$ cat config.mk
export PLATFORM = sky130hd
export DESIGN_NAME = bin2bcd_seq_flat
export DESIGN_NICKNAME = d
export VERILOG_FILES = /design/src/rtl/bin2bcd_seq_if.sv /design/src/rtl/bin2bcd_seq.sv /design/src/flat_wrapper.sv
export SDC_FILE = /design/constraint.sdc
export NUM_CORES = 1
export LEC_CHECK = 0
export ABC_AREA = 1
export CORE_ASPECT_RATIO = 0.75
export CORE_MARGIN = 4
export CORE_UTILIZATION = 25
export CTS_CLUSTER_DIAMETER = 50
export DETAILED_ROUTE_END_ITERATION = 8
export SLEW_MARGIN = 20
export SYNTH_ARGS = -nofsm -noshare
export SYNTH_HDL_FRONTEND = slang
export SYNTH_SLANG_ARGS = --single-unit
$ cat constraint.sdc
create_clock -name clk -period 1.44 [get_ports clk]
set_input_delay 0.144 -clock clk [delete_from_list [all_inputs] [get_ports clk]]
set_output_delay 0.144 -clock clk [all_outputs]
set_load 0.01 [all_outputs]
$ cat src/rtl/bin2bcd_seq_if.sv
`default_nettype none
// ============================================================================
//  Module   : bin2bcd_seq_if
//  Purpose  : Request/response handshake bundle for the bin2bcd_seq converter.
//  Revision : 1.0
// ============================================================================
interface bin2bcd_seq_if #(
    parameter int BIN_W  = 8,
    parameter int DIGITS = 3
);
    logic                  in_valid;
    logic                  in_ready;
    logic [BIN_W-1:0]      bin;
    logic                  out_valid;
    logic                  out_ready;
    logic [4*DIGITS-1:0]   bcd;
    logic                  neg;
    logic                  ovf;

    modport master (
        output in_valid, bin, out_ready,
        input  in_ready, out_valid, bcd, neg, ovf
    );

    modport slave (
        input  in_valid, bin, out_ready,
        output in_ready, out_valid, bcd, neg, ovf
    );
endinterface
`default_nettype wire

$ cat src/rtl/bin2bcd_seq.sv
`default_nettype none
// ============================================================================
//  Module   : bin2bcd_seq
//  Purpose  : Iterative double-dabble binary-to-BCD converter, one shift/clock.
//  Revision : 1.0
// ============================================================================
module bin2bcd_seq #(
    parameter int BIN_W  = 8,
    parameter int DIGITS = 3,
    parameter bit SIGNED = 1'b0
) (
    input  wire logic          clk,
    input  wire logic          rst_n,
    bin2bcd_seq_if.slave       bus
);
    localparam int                ACC_W     = 4 * DIGITS;
    localparam int                CNT_W     = $clog2(BIN_W + 1);
    localparam logic [CNT_W-1:0]  LAST_STEP = CNT_W'(BIN_W - 1);

    typedef enum logic [1:0] {
        S_IDLE = 2'd0,
        S_CONV = 2'd1,
        S_DONE = 2'd2
    } state_t;

    state_t             state_q, state_d;
    logic [ACC_W-1:0]   acc_q, acc_d;
    logic [BIN_W-1:0]   mag_q, mag_d;
    logic [CNT_W-1:0]   cnt_q, cnt_d;
    logic               neg_q, neg_d;
    logic               ovf_q, ovf_d;
    logic               in_ready_q, in_ready_d;
    logic               out_valid_q, out_valid_d;

    logic [ACC_W-1:0]   acc_adj;
    logic               bin_is_neg;
    logic [BIN_W-1:0]   bin_mag;

    // Per-digit add-3 stays inside 4 bits, so no carry ever reaches the next digit.
    generate
        for (genvar g = 0; g < DIGITS; g++) begin : g_digit
            logic [3:0] dig;
            assign dig                 = acc_q[4*g +: 4];
            assign acc_adj[4*g +: 4]   = (dig >= 4'd5) ? (dig + 4'd3) : dig;
        end
    endgenerate

    generate
        if (SIGNED) begin : g_signed
            assign bin_is_neg = bus.bin[BIN_W-1];
        end else begin : g_unsigned
            assign bin_is_neg = 1'b0;
        end
    endgenerate

    // The most negative input negates to 2^(BIN_W-1), which fits as an unsigned BIN_W value.
    assign bin_mag = bin_is_neg ? (~bus.bin + BIN_W'(1)) : bus.bin;

    always_comb begin
        state_d = state_q;
        acc_d   = acc_q;
        mag_d   = mag_q;
        cnt_d   = cnt_q;
        neg_d   = neg_q;
        ovf_d   = ovf_q;

        case (state_q)
            S_IDLE: begin
                if (in_ready_q && bus.in_valid) begin
                    mag_d   = bin_mag;
                    neg_d   = bin_is_neg;
                    acc_d   = '0;
                    ovf_d   = 1'b0;
                    cnt_d   = '0;
                    state_d = S_CONV;
                end
            end
            S_CONV: begin
                acc_d = {acc_adj[ACC_W-2:0], mag_q[BIN_W-1]};
                mag_d = {mag_q[BIN_W-2:0], 1'b0};
                ovf_d = ovf_q | acc_adj[ACC_W-1];
                cnt_d = cnt_q + 1'b1;
                if (cnt_q == LAST_STEP) begin
                    state_d = S_DONE;
                end
            end
            S_DONE: begin
                if (bus.out_ready) begin
                    state_d = S_IDLE;
                end
            end
            default: state_d = S_IDLE;
        endcase

        in_ready_d  = (state_d == S_IDLE);
        out_valid_d = (state_d == S_DONE);
    end

    always_ff @(posedge clk or negedge rst_n) begin
        if (!rst_n) begin
            state_q     <= S_IDLE;
            acc_q       <= '0;
            mag_q       <= '0;
            cnt_q       <= '0;
            neg_q       <= 1'b0;
            ovf_q       <= 1'b0;
            in_ready_q  <= 1'b0;
            out_valid_q <= 1'b0;
        end else begin
            state_q     <= state_d;
            acc_q       <= acc_d;
            mag_q       <= mag_d;
            cnt_q       <= cnt_d;
            neg_q       <= neg_d;
            ovf_q       <= ovf_d;
            in_ready_q  <= in_ready_d;
            out_valid_q <= out_valid_d;
        end
    end

    assign bus.in_ready  = in_ready_q;
    assign bus.out_valid = out_valid_q;
    assign bus.bcd       = acc_q;
    assign bus.neg       = neg_q;
    assign bus.ovf       = ovf_q;

endmodule
`default_nettype wire

$ cat src/flat_wrapper.sv
// flat-port wrapper written by rule: the top's interface ports become plain ports
module bin2bcd_seq_flat 
#(
    parameter int BIN_W  = 8,
    parameter int DIGITS = 3,
    parameter bit SIGNED = 1'b0
)
  (clk, rst_n, bus_in_valid, bus_bin, bus_out_ready, bus_in_ready, bus_out_valid, bus_bcd, bus_neg, bus_ovf);
  bin2bcd_seq_if #(.BIN_W(BIN_W), .DIGITS(DIGITS)) bus_i ();
  input  wire logic clk;
  input  wire logic rst_n;
  input wire logic [$bits(bus_i.in_valid)-1:0] bus_in_valid;
  input wire logic [$bits(bus_i.bin)-1:0] bus_bin;
  input wire logic [$bits(bus_i.out_ready)-1:0] bus_out_ready;
  output wire logic [$bits(bus_i.in_ready)-1:0] bus_in_ready;
  output wire logic [$bits(bus_i.out_valid)-1:0] bus_out_valid;
  output wire logic [$bits(bus_i.bcd)-1:0] bus_bcd;
  output wire logic [$bits(bus_i.neg)-1:0] bus_neg;
  output wire logic [$bits(bus_i.ovf)-1:0] bus_ovf;
  assign bus_i.in_valid = bus_in_valid;
  assign bus_i.bin = bus_bin;
  assign bus_i.out_ready = bus_out_ready;
  assign bus_in_ready = bus_i.in_ready;
  assign bus_out_valid = bus_i.out_valid;
  assign bus_bcd = bus_i.bcd;
  assign bus_neg = bus_i.neg;
  assign bus_ovf = bus_i.ovf;
  bin2bcd_seq #(.BIN_W(BIN_W), .DIGITS(DIGITS), .SIGNED(SIGNED)) u_core (.clk(clk), .rst_n(rst_n), .bus(bus_i));
endmodule
==> run_results.csv <==
group,metric,value,unit
layout,insertedDiodeCount,0,
setup_path,crit_chain,"clkdlybuf4s50_1",
synth,yosysWarnings,0,
routing,wirelength,3720,um
floorplan,start_util,26.1,%
setup_path,critPathTopFamily,"buffers and inverters",
sta,timing.final.ws_setup,30.8,ps
synth,avgSynthCellArea,7.89,um^2
layout,fin_nets,266,
placed_design,portBuffers,26,
power_and_ir_drop,ir_drop,476,uV
sta,finalClockSkew,8.81,ps
routing,drc,0,
synth,seq_area_frac_synth,43.6,%
layout,fillerInstances,678,
global_route,grt_pass1_wl,6410,um
sta,rsz0062_at_grt,"false",
sta,hold_viol_final,0,
clock_tree,hold_buffers,0,
global_route,grt_use_total,10.1,%
setup_path,reg2reg_from,"u_core.bus.bcd[4]",
sta,period_minus_slack,1410,ps
power_and_ir_drop,p_leak,1.12,nW
setup_path,cp_data_arrival_time,1270,ps
setup_path,critical_path_class,"flop to primary output",
layout,area_delta_synth_final,30.5,%
setup_path,timing.rr.end,"u_core.bus.bcd[6]",
floorplan,die_h,78.7,um
sta,min_period_over_period,97.9,%
sta,final_max_slew_viol_count,0,
clock_tree,cts_tree,"yes",
sta,tns,0,ps
clock_tree,path_clk_slew,60,ps
routing,dr_total_vias,1490,
setup_path,crit_path_end_kind,"primary output",
synth,synth.distinct_cells,22,
floorplan,dieArea,0.00804,mm^2
sta,setup_viol,0,
routing,viasPerCell,4.53,
layout,final_common_cell,"nand2_1",
global_route,grt_pass1_vias,1388,
floorplan,fp.dieW,102,um
setup_path,reg2reg_depth,8,
setup_path,required,1300,ps
hold_path,worst_hold_path_type,"primary input to asynchronous set/reset pin",
clock_tree,clock_path_buffers,2,
placed_design,dp_hpwl,2560,um
synth,ys_ff_latch,29,
setup_path,cp_max_fo,5,
layout,most-common-layout-cells,"nand2_1 (71), nand3_1 (35), dfrtp_1 (26)",
routing,ant_nets,0,
synth,syn-cell-area,0.00166,mm^2
clock_tree,h-tree-depth,2,
placed_design,dpl_worst_slack,141,ps
power_and_ir_drop,power_density,2380,mW/mm^2
routing,wl_per_cell,11.3,um
clock_tree,numCtsBuffers,5,
routing,first_pass_iters,5,
global_route,grt_max_degree,30,
global_route,grt_overflow,0,
status,status,"finished clean",
clock_tree,clock_latency,290,ps
clock_tree,cts_sinks,29,
routing,drt_iter0_markers,52,
layout,layout-drive-gt1-share,14.1,%
global_route,antenna_found_initial,0,
placed_design,gp_congestion,0.784,
sta,fmax,0.710,GHz
floorplan,io_pins,28,
setup_path,startpoint_type,"flop",
setup_path,max_stage_delay,560,ps
synth,syn_inst,211,
floorplan,core,0.00638,mm^2
clock_tree,cts_root_buf,"clkbuf_8",
floorplan,num_rows,25,
sta,holdWs,245,ps
setup_path,slowest_stage,"clkdlybuf4s50_1",
synth,synthesis.nets,230,
setup_path,rrSetupSlack,110,ps
setup_path,cp_num_buf_inv,1,
job,cap_viol_max_count,0,
==> final cells by class <==
class	instances	area, um^2	share of cell area (%)
inverter	20	75.1	3.46
clock inverter	1	30.0	1.38
tap	81	101	4.67
sequential	29	729	33.6
multi-input combinational	153	790	36.3
timing repair buffer	38	360	16.6
clock buffer	7	86.3	3.97
==> what timing repair did <==
action / in CTS / in global routing
endpoints found under the setup margin: 4 / 9
setup buffers: 3 / 4
gates resized for setup: 3 / 6
gates cloned: 0 / 0
==> registers in the layout, indices dropped and copies added (netlist names) <==
name	cells
u_core.mag_q	8
u_core.bus.ovf	1
u_core.bus.out_valid	1
u_core.cnt_q	4
u_core.bus.in_ready	1
u_core.bus.bcd	12
u_core.state_q	2
==> cell usage after synthesis <==
cell	number	area share, %
conb_1	1	0.23
o22ai_1	1	0.38
buf_6	5	3.4
o21ai_2	3	1.6
nor2_1	9	2.0
inv_2	3	0.68
dfrtp_1	29	44
o22ai_2	1	0.75
nand3_1	36	11
o21ai_0	4	1.2
buf_2	2	0.60
nand2_1	72	16
a21oi_1	1	0.30
o21ai_1	5	1.5
inv_1	17	3.8
a21oi_2	1	0.53
nand4_1	7	2.6
o21bai_1	2	0.90
nand2_4	2	1.4
nand4_4	1	1.3
buf_4	2	0.90
ha_1	7	5.3
==> layer usage <==
layer,track usage [%],wire [um]
met1,13.3,1810
met2,15.5,1680
met3,3.91,182
met4,2.75,52
met5,0,0
==> through the flow <==
step	cell area, um^2	total power, mW	util (%)	std cells
after CTS	2120	5.15	33.3	325
after floorplan	1660	3.45	-	211
after detailed placement	1980	4.20	31.1	314
after global placement	1980	4.14	31.1	314
after global routing	2170	5.70	34.0	329
final	2170	5.17	34.0	329
==> power breakdown <==
| part | internal [mW] | switching [mW] |
|---|---|---|
| registers | 1.21 | 0.337 |
| clock network | 0.563 | 0.319 |
| logic | 1.19 | 1.55 |
==> kinds of logic (layout without fill, tap and decap cells) <==
kind of cell / after synthesis / count (layout) / synth area share, %
flip-flops: 29 / 29 / 43.6
AO/OA/AOI/OAI: 18 / 18 / 7.14
buffers and inverters: 29 / 66 / 9.40
adder cells (fa/ha/maj): 7 / 7 / 5.26
other: 1 / 1 / 0.225
AND/OR/NAND/NOR: 127 / 127 / 34.4
==> worst max-delay path by stage <==
stage,endpoint,start,depth (start not counted),slack [ps]
4_1_cts,bus_bcd[2],u_core.bus.bcd[2],1,10
3_5_place_dp,u_core.bus.bcd[6],u_core.bus.bcd[4],8,140
6_report,bus_bcd[8],u_core.bus.bcd[8],1,30
5_1_grt,bus_bcd[5],u_core.bus.bcd[5],1,3
3_3_place_gp,u_core.bus.bcd[6],u_core.bus.bcd[4],8,160
2_1_floorplan,u_core.bus.bcd[1],u_core.bus.bcd[0],8,200
Power figures use the tool's default switching activity.
